==> src/rtl/histogram_reader.sv <==
// Histogram sweep reader: reads every box of a histogramer in address order and
// streams {box address, box value} results through a first-word-fall-through buffer.

module histogram_reader #(
    parameter int    BOX_WIDTH  = 32,
    parameter int    BOX_CNT    = 32,
    parameter int    FIFO_DEPTH = 4,
    parameter string DEVICE     = "ULTRASCALE",
    localparam int   ADDR_W     = $clog2(BOX_CNT),
    localparam int   DATA_W     = ADDR_W + BOX_WIDTH
) (
    input  logic                 CLK,
    input  logic                 RST_N,
    input  logic                 START,
    output logic                 BUSY,
    output logic                 DONE,
    input  logic                 HIST_RDY,
    output logic                 READ_REQ,
    output logic [ADDR_W-1:0]    READ_ADDR,
    input  logic                 READ_BOX_VLD,
    input  logic [BOX_WIDTH-1:0] READ_BOX,
    output logic [DATA_W-1:0]    TX_DATA,
    output logic                 TX_SRC_RDY,
    input  logic                 TX_DST_RDY,
    output logic                 OVERFLOW
);

    localparam int                CNT_W     = $clog2(FIFO_DEPTH + 1);
    localparam int                SUM_W     = CNT_W + 1;
    localparam int                PTR_W     = $clog2(FIFO_DEPTH);
    localparam logic [ADDR_W-1:0] LAST_ADDR = ADDR_W'(BOX_CNT - 1);
    localparam logic [PTR_W-1:0]  PTR_LAST  = PTR_W'(FIFO_DEPTH - 1);
    localparam logic [CNT_W-1:0]  CNT_FULL  = CNT_W'(FIFO_DEPTH);
    localparam bit                FPGA_RAM  = (DEVICE == "ULTRASCALE") ||
                                              (DEVICE == "ULTRASCALE_PLUS") ||
                                              (DEVICE == "7SERIES");

    typedef enum logic [1:0] {
        ST_IDLE,
        ST_SWEEP,
        ST_DRAIN
    } state_e;

    logic [1:0]        rst_sync_q;
    logic              rst_n_int;

    state_e            state_q;
    logic [ADDR_W-1:0] read_addr_q;
    logic [ADDR_W-1:0] resp_addr_q;
    logic [CNT_W-1:0]  outst_q;
    logic              overflow_q;

    logic [DATA_W-1:0] mem_q [FIFO_DEPTH];
    logic [PTR_W-1:0]  wr_ptr_q;
    logic [PTR_W-1:0]  rd_ptr_q;
    logic [CNT_W-1:0]  fifo_cnt_q;

    logic              fifo_empty;
    logic              fifo_full;
    logic              fifo_wr;
    logic              tx_fire;
    logic              resp_vld;
    logic              read_issue;
    logic [SUM_W-1:0]  in_flight;

    // Reset asserts asynchronously but is released only after two clean edges.
    always_ff @(posedge CLK or negedge RST_N) begin
        if (!RST_N) begin
            rst_sync_q <= 2'b00;
        end else begin
            rst_sync_q <= {rst_sync_q[0], 1'b1};
        end
    end

    assign rst_n_int = rst_sync_q[1];

    assign fifo_empty = (fifo_cnt_q == '0);
    assign fifo_full  = (fifo_cnt_q == CNT_FULL);
    assign in_flight  = SUM_W'(outst_q) + SUM_W'(fifo_cnt_q);
    assign read_issue = (state_q == ST_SWEEP) && HIST_RDY &&
                        (in_flight < SUM_W'(FIFO_DEPTH));
    assign resp_vld   = READ_BOX_VLD && (state_q != ST_IDLE);
    assign tx_fire    = !fifo_empty && TX_DST_RDY;
    assign fifo_wr    = resp_vld && (!fifo_full || tx_fire);

    // DONE is decoded in the transfer cycle itself so that BUSY is still high
    // while it pulses and a START in that cycle is ignored.
    assign DONE       = (state_q == ST_DRAIN) && tx_fire &&
                        (TX_DATA[DATA_W-1:BOX_WIDTH] == LAST_ADDR);

    assign BUSY       = (state_q != ST_IDLE);
    assign READ_REQ   = read_issue;
    assign READ_ADDR  = read_addr_q;
    assign TX_SRC_RDY = !fifo_empty;
    assign TX_DATA    = mem_q[rd_ptr_q];
    assign OVERFLOW   = overflow_q;

    always_ff @(posedge CLK or negedge rst_n_int) begin
        if (!rst_n_int) begin
            state_q     <= ST_IDLE;
            read_addr_q <= '0;
            resp_addr_q <= '0;
            outst_q     <= '0;
            overflow_q  <= 1'b0;
        end else begin
            case (state_q)
                ST_IDLE: begin
                    if (START) begin
                        state_q     <= ST_SWEEP;
                        read_addr_q <= '0;
                        resp_addr_q <= '0;
                    end
                end
                ST_SWEEP: begin
                    if (read_issue) begin
                        read_addr_q <= read_addr_q + ADDR_W'(1);
                        if (read_addr_q == LAST_ADDR) begin
                            state_q <= ST_DRAIN;
                        end
                    end
                end
                ST_DRAIN: begin
                    if (DONE) begin
                        state_q <= ST_IDLE;
                    end
                end
                default: state_q <= ST_IDLE;
            endcase

            if (resp_vld) begin
                resp_addr_q <= resp_addr_q + ADDR_W'(1);
            end

            // A response with nothing outstanding is a protocol error; keep the
            // counter from wrapping so issue throttling stays sane.
            case ({read_issue, resp_vld && (outst_q != '0)})
                2'b10:   outst_q <= outst_q + CNT_W'(1);
                2'b01:   outst_q <= outst_q - CNT_W'(1);
                default: ;
            endcase

            if (resp_vld && fifo_full && !tx_fire) begin
                overflow_q <= 1'b1;
            end
        end
    end

    always_ff @(posedge CLK or negedge rst_n_int) begin
        if (!rst_n_int) begin
            wr_ptr_q   <= '0;
            rd_ptr_q   <= '0;
            fifo_cnt_q <= '0;
        end else begin
            if (fifo_wr) begin
                wr_ptr_q <= (wr_ptr_q == PTR_LAST) ? '0 : wr_ptr_q + PTR_W'(1);
            end
            if (tx_fire) begin
                rd_ptr_q <= (rd_ptr_q == PTR_LAST) ? '0 : rd_ptr_q + PTR_W'(1);
            end
            case ({fifo_wr, tx_fire})
                2'b10:   fifo_cnt_q <= fifo_cnt_q + CNT_W'(1);
                2'b01:   fifo_cnt_q <= fifo_cnt_q - CNT_W'(1);
                default: ;
            endcase
        end
    end

    if (FPGA_RAM) begin : g_lutram
        // NOTE: storage is left unreset so it maps onto distributed RAM; the
        // pointers and count alone define which entries are valid.
        always_ff @(posedge CLK) begin
            if (fifo_wr) begin
                mem_q[wr_ptr_q] <= {resp_addr_q, READ_BOX};
            end
        end
    end else begin : g_flops
        always_ff @(posedge CLK or negedge rst_n_int) begin
            if (!rst_n_int) begin
                mem_q <= '{default: '0};
            end else if (fifo_wr) begin
                mem_q[wr_ptr_q] <= {resp_addr_q, READ_BOX};
            end
        end
    end

endmodule

==> config.mk <==
export PLATFORM = sky130hd
export DESIGN_NAME = histogram_reader
export DESIGN_NICKNAME = d
export VERILOG_FILES = /design/src/rtl/histogram_reader.sv
export SDC_FILE = /design/constraint.sdc
export NUM_CORES = 1
export LEC_CHECK = 0
export CORE_MARGIN = 2
export CORE_UTILIZATION = 40
export DETAILED_ROUTE_END_ITERATION = 12
export HOLD_SLACK_MARGIN = 0.08
export SYNTH_ARGS = -nofsm -noshare
export SYNTH_HDL_FRONTEND = slang
export SYNTH_SLANG_ARGS = --single-unit
==> constraint.sdc <==
create_clock -name CLK -period 1.9 [get_ports CLK]
set_clock_uncertainty 0.15 [all_clocks]
set_input_delay 0.19 -clock CLK [delete_from_list [all_inputs] [get_ports CLK]]
set_output_delay 0.19 -clock CLK [all_outputs]
set_load 0.05 [all_outputs]
## Word-level counts from Yosys, hierarchy flattened

Memory sizes are Yosys's and may differ from the RTL's.
Cells that the tools add are included.
W data, S select, Z words.

| word-level totals | value |
|---|---|
| register bits | 25 |
| RAM bits | 148 |
| input port bits | 38 |
| output and inout bits | 47 |
| word-level logic and storage cells | 77 |
| memories kept | 1 |

| cells by class | value |
|---|---|
| $add $sub $neg | 9 |
| magnitude comparators | 1 |
| equality and inequality tests | 15 |
| muxes and demuxes | 16 |
| reductions and logical operators | 26 |

Memory list:

| memory | words | bits a word | rd ports | clocked after Yosys merged registers in | wr ports | RTL line | RTL |
|---|---|---|---|---|---|---|---|
| mem_q | 4 | 37 | 1 | 0 | 1 | 53 | `logic [DATA_W-1:0] mem_q [FIFO_DEPTH];` |

Operators by type and width:

| kind | count |
|---|---|
| $mux W5 | 4 |
| $mux W2 | 6 |
| $pmux W3 S2 | 2 |
| $reduce_bool A2 Y1 | 6 |
| $add A5 B1 Y5 const B | 2 |
| $eq A2 B2 Y1 const B | 5 |
| $eq A5 B5 Y1 const B | 2 |
| $logic_and A1 B1 Y1 | 10 |
| $pmux W5 S2 | 1 |
| $add A3 B1 Y3 const B | 2 |
| $eq A2 B1 Y1 const B | 3 |
| $ne A2 B2 Y1 const B | 3 |
| $pmux W2 S3 | 1 |
| $sub A3 B1 Y3 const B | 2 |
| $add A2 B1 Y2 const B | 2 |
| $add A3 B3 Y4 | 1 |
| $lt A4 B3 Y1 const B | 1 |
| $reduce_and A4 Y1 | 1 |
| $eq A3 B3 Y1 const B | 1 |
| $logic_not A1 Y1 | 3 |
| $logic_not A3 Y1 | 1 |
| $reduce_and A3 Y1 | 1 |
| $reduce_bool A3 Y1 | 1 |
| $logic_not A2 Y1 | 1 |
| other kinds (4) | 5 |

## Longest topological paths before layout

Gate-level depths: netlist (run 1).

| logic depth | value |
|---|---|
| depth after elaboration | 7 |
| depth in mapped cells | 10 |
| mapped depth without buffers | 10 |

## Least setup slack after synthesis (run 1)

No wires, ideal clock.

| timing path | value |
|---|---|
| kind | reg-to-output |
| start point | register rd_ptr_q[1] |
| end point | output DONE |
| arrival | 2.380 ns |
| required time | 1.560 ns |
| setup slack | -0.820 ns |
| stages on the path, launching flop included | 5 |
| buffers on the path | 1 |
| cell sequence | dfrtp_1 > buf_2 > mux4_1 > nand4_1 > nor3_1 |

| between the ends | value |
|---|---|
| word-level cells in the longest chain between the ends | 3 |

Ends and longest elaborated chain:

| element | RTL line | RTL |
|---|---|---|
| from (decl) | 55 | `logic [PTR_W-1:0] rd_ptr_q;` |
| from (signal assigned) | 158 | `rd_ptr_q <= (rd_ptr_q == PTR_LAST) ? '0 : rd_ptr_q + PTR_W'(1);` |
| $mem_v2 Z4 W37 | -- |  |
| via TX_DATA[32] | 22 | `output logic [DATA_W-1:0] TX_DATA,` |
| $eq A5 B5 Y1 | 89 | `(TX_DATA[DATA_W-1:BOX_WIDTH] == LAST_ADDR);` |
| $logic_and A1 B1 Y1 | 88 | `assign DONE = (state_q == ST_DRAIN) && tx_fire &&` |
| to (decl) | 16 | `output logic DONE,` |

The timed path passes the listed nets, and every way through them passes these cells.

## Worst setup path after layout (run 1)

| timing path | value |
|---|---|
| start point | register rd_ptr_q[0] |
| end point | output DONE |

| between the ends | value |
|---|---|
| word-level cells in the longest chain between the ends | 3 |

Ends and longest elaborated chain:

| element | RTL line |
|---|---|
| $mem_v2 Z4 W37 | -- |
| $eq A5 B5 Y1 | 89 |
| $logic_and A1 B1 Y1 | 88 |

No other way between the ends.

==> results of run 1 <==
-- registers in the layout, indices dropped and copies added, names as in the netlist --
signal,cells
OVERFLOW,1
READ_ADDR,5
fifo_cnt_q,3
mem_q,148
outst_q,3
rd_ptr_q,2
resp_addr_q,5
rst_sync_q,2
state_q,2
wr_ptr_q,2
-- metrics by stage --
stage	area (um2)	hold WS [ns]	utilization [%]	power, uW
final	9260	0.0762	56.3	16700
after global routing	9260	0.114	56.3	17400
after CTS	9150	0.0905	55.6	16600
after detailed placement	8340	0.0874	50.6	12600
after global placement	8340	0.0799	50.6	12500
after floorplan	6770	-0.256	-	9900
-- report_power, final --
group / switching (uW) / total, uW / internal, uW
clock: 1340 / 3520 / 2180
combinational: 4210 / 7720 / 3500
sequential: 382 / 5420 / 5040
total: 5940 / 16700 / 10700
-- cell usage after synthesis (all sizes together) (2+ instances only) --
cell,number,area share [%]
a21o,3,0.35
a21oi,6,0.50
and2,4,0.37
and3,2,0.19
buf,8,0.78
dfrtp,25,9.3
edfxtp,148,66
fa,2,0.60
ha,11,2.1
inv,11,0.62
mux2i,2,0.30
mux4,37,12
nand2,15,0.84
nand3,4,0.30
nor2,8,0.45
nor3,3,0.22
nor4b,2,0.58
o21ai,13,0.97
or3,3,0.28
xnor2,3,0.39
xor2,4,0.52
-- repair_timing --
item	CTS	global route
hold endpoints to repair	2	0
setup endpoints to repair	48	185
hold buffers	1	0
setup buffers	10	7
resized for setup	37	19
cloned	0	1
pin swaps	5	6
-- routing by layer --
layer  GRT usage, %  vias up  part of all wire (%)
met5              0        -                     0
met2           25.8       75                    52
met4           5.32        0                   1.3
met3           3.96       15                   4.2
met1           18.7     1841                    42
li1               -     1619                     -
-- logic make-up after synthesis --
family | share of synthesized area, %
other | 0.0559
flip-flops | 75.5
AO/OA/AOI/OAI | 2.70
buffers and inverters | 1.45
multiplexers | 12.8
XOR/XNOR | 0.913
adder cells (fa/ha/maj) | 2.65
AND/OR/NAND/NOR | 3.93
-- cell usage in the layout, fill, tap and decap left out, drive strengths merged, types with 2 or more instances in the layout --
cell type | netlist | layout
and3 | 2 | 2
xor2 | 4 | 4
inv | 11 | 12
nor4b | 2 | 2
a21oi | 6 | 6
a21o | 3 | 3
mux2i | 2 | 2
bufinv | 0 | 4
buf | 8 | 104
dfrtp | 25 | 25
clkdlybuf4s50 | 0 | 37
mux4 | 37 | 37
clkinv | 0 | 7
dlygate4sd2 | 0 | 3
xnor2 | 3 | 3
o21ai | 13 | 13
edfxtp | 148 | 148
fa | 2 | 2
nand3 | 4 | 4
nor3 | 3 | 3
nand2 | 15 | 15
clkbuf | 1 | 20
and2 | 4 | 4
ha | 11 | 11
or3 | 3 | 3
nor2 | 8 | 8
-- final timing paths --
path / start / endpoint / slack (ns) / cells past startpoint
setup / recovery: rd_ptr_q[0] / DONE / -0.35 / 5
min in group CLK: rst_sync_q[0] / rst_sync_q[1] / 0.20 / 0
hold reg to reg: rst_sync_q[1] / fifo_cnt_q[0] / 0.08 / 1
hold / removal: rst_sync_q[1] / fifo_cnt_q[0] / 0.08 / 1
setup reg to reg: outst_q[2] / outst_q[2] / -0.27 / 10
max in group asynchronous: RST_N / rst_sync_q[0] / 1.16 / 2
-- final cells by class --
| cell class | count | area [um2] | share of cell area, % |
|---|---|---|---|
| Sequential cell | 173 | 5070 | 54.8 |
| Inverter | 11 | 43.8 | 0.473 |
| Multi-Input combinational cell | 134 | 1660 | 17.9 |
| Timing Repair Buffer | 146 | 1610 | 17.3 |
| Clock inverter | 13 | 171 | 1.85 |
| Tap cell | 220 | 275 | 2.97 |
| Clock buffer | 19 | 433 | 4.67 |
==> key figures, run 1 <==
Status
  – Status: finished, violations left
  – Failing checks: negative setup slack

Floorplanning
  – Die Area: 17800 um2
  – Row Count: 47
  – Die Height: 134 um
  – # IOs: 85
  – Starting Density: 40.8%
  – Core box area: 16500 um2
  – Die X: 134 um

Synthesis
  – YS warnings: 0
  – Share of flip-flops with an asynchronous set or reset: 14.5%
  – Post-synth cell types: 42
  – Syn_nets: 378
  – Cells after Synth: 327
  – Main synth FF type: edfxtp_1
  – Avg Synthesized Cell Area: 20.5 um2
  – Synthesized cell area: 6710 um2
  – Sequential cell area fraction in the yosys report: 75.5%
  – Synth Register Bits: 173
  – Post-synth EDFFs: 148

Worst setup path
  – Most Frequent Cell on Critical Path: buf_12
  – CP required: 1.56 ns
  – Worst path slowest cell: dfrtp_2
  – Critical Path Start Type: register
  – Worst Path Max Fanout: 6
  – WS Path Type: reg2out
  – Setup crit end kind: output pin
  – Data arrival time of the worst path: 1.91 ns
  – Worst path max stage delay: 0.42 ns
  – CP bufs+invs: 2
  – Crit path max-delay family: flip-flops
  – Crit path cell chain: buf_12, mux4_2, nand4_1, nor3_2, buf_12

Place
  – DP Cell Count: 671
  – Dpl ws: -0.312 ns
  – Post-DP HPWL: 8310 um
  – GPL Wtd Cong: 0.733
  – Port bufs: 84

Drt
  – Wirelength, routed: 12800 um
  – DRC: 0
  – Via density: 4.96
  – DR pass1 iterations: 5
  – Final antenna-violating net count: 0
  – Via Count: 3550
  – Initial drt markers: 208
  – Drt wl/cell: 17.9 um

Final layout
  – Fin nets: 534
  – Layout cells sized above 1: 41.1%
  – Fill count: 1283
  – Synth-to-layout area growth: 38.0%
  – Post-Layout Cell Count: 716
  – Number of antenna diodes: 0

Pwr
  – Peak VDD IR: 0.000886 V
  – Pwr/cell area: 1800 nW/um2
  – P_leak: 0.00336 uW

Timing
  – Fin. Hold Viols: 0
  – Maximum clock rate: 0.445 GHz
  – Final WS setup: -0.348 ns
  – Setup TNS: -10.79 ns
  – Period minus WS final: 2.25 ns
  – Max Slew Vio Count: 0
  – Final setup fails: 42
  – RSZ-0062 raised after global routing: yes
  – Fin crit share: 118%

Flow run
  – Max-cap violations: 0

GRT
  – Initial antenna violation count: 0
  – Grt total ovfl: 0
  – Global-route wire length before repair: 20100 um
  – Number of global-route vias before repair: 3775
  – Pin count of the biggest net entering global routing: 24
  – All-Layer GR Usage: 15.1%

Clock tree
  – Clock Latency Late Sink: 0.42 ns
  – H-tree Lvls: 4
  – CTS max path bufs: 2
  – Total CTS buffers: 17
  – Clk sinks: 173
  – Clock-pin slew on the worst setup and hold paths: 0.06 ns
  – CTS tree: built
  – Root Driver: clkbuf_16

Min path
  – HP Class: reg2async
Note: power is estimated with default switching activity, not from simulation.
==> inputs of run 2 (changes only) <==
- CORE_ASPECT_RATIO: default -> 1.25
==> run 2 against run 1 <==
The run still ends with negative setup slack left. Core utilization increased by 0.52 points. Setup slack worse by 0.013 ns. Critical path depth did not move. Register-to-register slack about the same. First-iteration DRC count increased by 24%. Flip-flop and latch count is the same. Design area about the same. Via count fell by 1.1%. Clock power shrank 4%. Highest routed layer unchanged. Die area is essentially flat.
==> key figures, run 2 (same netlist as run 1, synthesis figures left out) <==
Timing
  – RSZ-0062 raised after global routing: yes
  – Final setup fails: 41
  – Maximum clock rate: 0.442 GHz
  – Period minus WS final: 2.26 ns
  – Max Slew Vio Count: 0
  – Setup TNS: -12.47 ns
  – Fin. Hold Viols: 0
  – Worst Hold Margin: 0.0721 ns
  – Final WS setup: -0.361 ns
  – Fin crit share: 119%

Floorplanning
  – Core box area: 16300 um2
  – Starting Density: 41.1%
  – Die Area: 17800 um2
  – Row Count: 52
  – # IOs: 85
  – Die Height: 149 um
  – Die X: 120 um

Pwr
  – Pwr/cell area: 1800 nW/um2
  – P_leak: 0.00335 uW
  – Peak VDD IR: 0.000889 V

Status
  – Failing checks: negative setup slack
  – Status: finished, violations left

Final layout
  – Finished Core Util: 56.8%
  – Fill count: 1248
  – Fin nets: 530
  – Post-Layout Cell Count: 707
  – Synth-to-layout area growth: 38.1%
  – Most flops, register: mem_q
  – Number of antenna diodes: 0
  – Layout cells sized above 1: 40.9%
  – Max reg flops: 148
  – Commonest non-fill, non-tap cell in the layout: edfxtp_1
  – Final Cell Area: 9270 um2
  – Commonest cells after routing, fill and taps aside: edfxtp_1 (148), buf_4 (39), clkdlybuf4s50_1 (37)

Clock tree
  – CTS tree: built
  – H-tree Lvls: 4
  – Clock-pin slew on the worst setup and hold paths: 0.06 ns
  – Root Driver: clkbuf_16
  – Total CTS buffers: 17
  – CTS max path bufs: 2
  – Clock Latency Late Sink: 0.42 ns
  – Clk sinks: 173

GRT
  – Grt total ovfl: 0
  – Pin count of the biggest net entering global routing: 24
  – Initial antenna violation count: 0
  – All-Layer GR Usage: 15.1%
  – Global-route wire length before repair: 20100 um
  – Number of global-route vias before repair: 3707

Drt
  – Met3 WL: 508 um
  – Via Count: 3510
  – Via density: 4.96
  – DR pass1 iterations: 4
  – DRC: 0
  – Top Metal Used: met4
  – Routed wl met2: 6480 um
  – Final antenna-violating net count: 0
  – Drt wl/cell: 17.8 um
  – WL met1: 5460 um
  – Wirelength, routed: 12600 um
  – Initial drt markers: 258

Place
  – Port bufs: 84
  – GPL Wtd Cong: 0.720
  – Post-DP HPWL: 8460 um
  – DP Cell Count: 671
  – Post-DP Area: 8410 um2

Worst setup path
  – CP required: 1.56 ns
  – Setup crit end kind: output pin
  – Worst Path Max Fanout: 8
  – Critical Path Start Type: register
  – R2R depth: 10
  – WS Path Type: reg2out
  – Reg2Reg Capture Point: outst_q[2]
  – Reg2reg start: outst_q[1]
  – Data arrival time of the worst path: 1.92 ns
  – Flop-to-flop setup slack: -0.28 ns

Min path
  – HP Class: reg2async

Flow run
  – Max-cap violations: 0
[run 2: cell types whose count changed in the layout (fill, tap and decap cells not counted), moves of 3 or more]
| cell | previous run | this run |
|---|---|---|
| inv_6 | 1 | 4 |
| clkinv_2 | 3 | 0 |
| clkinv_4 | 1 | 4 |
| buf_4 | 57 | 39 |
| buf_6 | 20 | 33 |
[run 2: worst max path at each step]
stage,start,to,cells after the start
2_1_floorplan,outst_q[2],outst_q[2],10
3_3_place_gp,outst_q[2],outst_q[2],10
3_5_place_dp,outst_q[2],outst_q[2],10
4_1_cts,rd_ptr_q[0],TX_DATA[31],5
5_1_grt,rd_ptr_q[0],DONE,5
6_report,rd_ptr_q[0],DONE,5
[run 2: layout make-up]
| type | count | area (um2) | share of cell area, % |
|---|---|---|---|
| Clock inverter | 14 | 160 | 1.73 |
| Clock buffer | 17 | 425 | 4.59 |
| Sequential cell | 173 | 5070 | 54.7 |
| Timing Repair Buffer | 142 | 1640 | 17.7 |
| Inverter | 11 | 43.8 | 0.472 |
| Multi-Input combinational cell | 134 | 1660 | 17.9 |
| Tap cell | 216 | 270 | 2.91 |
[run 2: worst max-delay path, cell delays in order, from the launching register on]
cell,delay [ns]
dfrtp_2,0.38
buf_12,0.14
mux4_1,0.58
nand4_1,0.19
nor3_2,0.06
buf_6,0.15
[run 2: timing repair]
action                     in CTS  in global routing
resized for setup              43                 20
pin swaps                       8                  6
setup buffers                   3                  5
setup endpoints to repair      47                195
hold endpoints to repair        2                  0
hold buffers                    1                  0
[run 2: metal layers]
layer / GRT usage, % / vias up
met5: 0 / -
met4: 4.94 / 0
met3: 3.75 / 15
met2: 25.7 / 79
met1: 19.1 / 1796
li1: - / 1620
[run 2: stage by stage]
stage          power [uW]  setup WS (ns)
6_report            16700         -0.361
5_1_grt             17400         -0.452
4_1_cts             16800         -0.382
3_5_place_dp        12900         -0.314
3_3_place_gp        12800         -0.282
2_1_floorplan        9900         -0.475
[run 2: power breakdown]
part	switching [uW]	internal, uW	leakage, uW
Combinational	4250	3630	0.00141
Clock	1440	1960	0.000280
Sequential	379	5040	0.00166
Total	6070	10600	0.00335
==> inputs of run 3 (changes only) <==
- CELL_PAD_IN_SITES_DETAIL_PLACEMENT: default -> 0
- CELL_PAD_IN_SITES_GLOBAL_PLACEMENT: default -> 1
- PLACE_DENSITY_LB_ADDON: default -> 0.1
==> run 3 against run 2 <==
The flow still finishes with violations (negative setup slack). Global-route usage rose by 0.078 points. Wire length fell by 0.43%. Maximum frequency fell by 2.4%. Critical path depth fell by 1. Setup slack got worse by 0.056 ns. First-iteration DRC count fell by 21%. Cell count rose by 0.99%. Largest power group unchanged. Total power rose by 1.3%. Design area rose by 1.5%. Core utilization rose by 0.86 points.
==> key figures, run 3 (same netlist as run 1, synthesis figures left out) <==
Drt
  – DRC: 0
  – Drt wl/cell: 17.6 um
  – Final antenna-violating net count: 0
  – DR pass1 iterations: 5
  – Via density: 4.95
  – Wirelength, routed: 12600 um
  – Initial drt markers: 205
  – Via Count: 3536

Worst setup path
  – Crit path max-delay family: buffers and inverters
  – Crit path depth: 4
  – WS Path Type: reg2out
  – Worst Path Max Fanout: 4
  – Crit path cell chain: buf_4, bufbuf_16, mux4_2, buf_4
  – Most Frequent Cell on Critical Path: buf_4
  – Flop-to-flop setup slack: -0.27 ns
  – Worst path max stage delay: 0.48 ns
  – Critical Path Start Type: register
  – CP required: 1.56 ns
  – R2R depth: 8
  – CP bufs+invs: 3
  – Setup crit end kind: output pin
  – Worst path slowest cell: mux4_2
  – Data arrival time of the worst path: 1.98 ns

GRT
  – Initial antenna violation count: 0
  – Grt total ovfl: 0
  – Number of global-route vias before repair: 3828
  – All-Layer GR Usage: 15.2%
  – Global-route wire length before repair: 19900 um
  – Pin count of the biggest net entering global routing: 24

Pwr
  – Pwr/cell area: 1800 nW/um2
  – Part of the power in combinational logic: 47.5%
  – Internal: 10900 uW
  – Peak VDD IR: 0.000880 V
  – Sequential Power Share: 32.1%
  – Sw Share: 35.6%
  – Clock share of power: 20.4%
  – P_leak: 0.00341 uW
  – Sw Pwr: 6020 uW

Status
  – Failing checks: negative setup slack
  – Status: finished, violations left

Timing
  – Worst Hold Margin: 0.0824 ns
  – Maximum clock rate: 0.432 GHz
  – Fin crit share: 122%
  – Final WS setup: -0.417 ns
  – Fin. Hold Viols: 0
  – RSZ-0062 raised after global routing: yes
  – Max Slew Vio Count: 0
  – Period minus WS final: 2.32 ns
  – Final setup fails: 42
  – Setup TNS: -13.10 ns

Clock tree
  – Total CTS buffers: 17
  – Clock Latency Late Sink: 0.43 ns
  – H-tree Lvls: 4
  – CTS tree: built
  – Clock-pin slew on the worst setup and hold paths: 0.07 ns
  – CTS max path bufs: 2
  – Clk sinks: 173
  – Root Driver: clkbuf_16

Final layout
  – Commonest cells after routing, fill and taps aside: edfxtp_1 (148), buf_4 (60), clkdlybuf4s50_1 (37)
  – Commonest non-fill, non-tap cell in the layout: edfxtp_1
  – Number of antenna diodes: 0
  – Max reg flops: 148
  – Fin nets: 537
  – Finished Core Util: 57.6%
  – Fill count: 1268
  – Most flops, register: mem_q
  – Layout cells sized above 1: 43.0%
  – Synth-to-layout area growth: 40.2%

Floorplanning
  – Row Count: 52
  – Die X: 120 um
  – # IOs: 85
  – Starting Density: 41.1%
  – Core box area: 16300 um2
  – Die Area: 17800 um2
  – Die Height: 149 um

Place
  – Post-DP HPWL: 8480 um
  – Port bufs: 84
  – GPL Wtd Cong: 0.710

Min path
  – HP Class: reg2async

Flow run
  – Max-cap violations: 0
## run 3: cell types whose count changed in the layout (fill, tap and decap cells not counted), sizes merged
cell,previous run,this run
bufinv,2,3
bufbuf,0,1
buf,102,110
dlygate4sd2,2,0
inv,16,13
clkinvlp,2,3
clkinv,5,6
## run 3: repair_timing
| item | CTS | global route |
|---|---|---|
| hold endpoints to repair | 2 | 0 |
| pin swaps | 6 | 8 |
| gates resized for setup | 33 | 21 |
| cloned | 1 | 0 |
| setup buffers | 11 | 5 |
| setup endpoints to repair | 45 | 196 |
| hold buffers | 1 | 0 |
## run 3: final timing paths
kind	from	to
max in group asynchronous	RST_N	rst_sync_q[1]
worst min-delay path	rst_sync_q[1]	resp_addr_q[4]
min in group CLK	rst_sync_q[0]	rst_sync_q[1]
worst max register to register	outst_q[2]	outst_q[1]
worst max-delay path	rd_ptr_q[0]	TX_DATA[26]
worst min register to register	rst_sync_q[1]	resp_addr_q[4]
## run 3: final cells by class
| class | count | area [um2] | area share [%] |
|---|---|---|---|
| repair buffers | 149 | 1740 | 18.5 |
| multi-input cells | 134 | 1690 | 18.0 |
| well taps | 216 | 270 | 2.87 |
| clock buffers | 17 | 425 | 4.52 |
| clock inverters | 14 | 169 | 1.79 |
| flip-flops and latches | 173 | 5070 | 53.9 |
| inverters | 11 | 43.8 | 0.465 |
## run 3: through the flow
stage	cell area [um2]	worst slack, ns	cells	total power [uW]
floorplan	6770	-0.475	327	9900
detailed placement	8520	-0.315	673	13100
global route	9410	-0.509	714	17700
finish	9410	-0.417	714	16900
global placement	8520	-0.295	673	13000
CTS	9370	-0.470	715	17100
## run 3: power by group through the flow
stage	combinational (uW)	clock [uW]	sequential, uW
after floorplan	4320	0	5580
after global placement	7530	0	5480
after detailed placement	7540	0	5530
after CTS	8100	3550	5430
after global routing	8490	3690	5530
final	8030	3450	5430
## run 3: worst reg2reg max path, cell delays in order (launching register included)
cell     delay, ns
dfrtp_1       0.41
ha_4          0.26
nor4b_4       0.24
and3_4        0.25
inv_4         0.04
ha_4          0.15
inv_2         0.05
fa_2          0.42
mux2i_1       0.14
## run 3: per-layer routing
metal	track usage, %	share of wire (%)	vias up
li1	-	-	1626
met1	17.6	40	1816
met2	26.5	54	76
met3	4.85	4.8	18
met4	5.65	1.4	0
met5	0	0	-
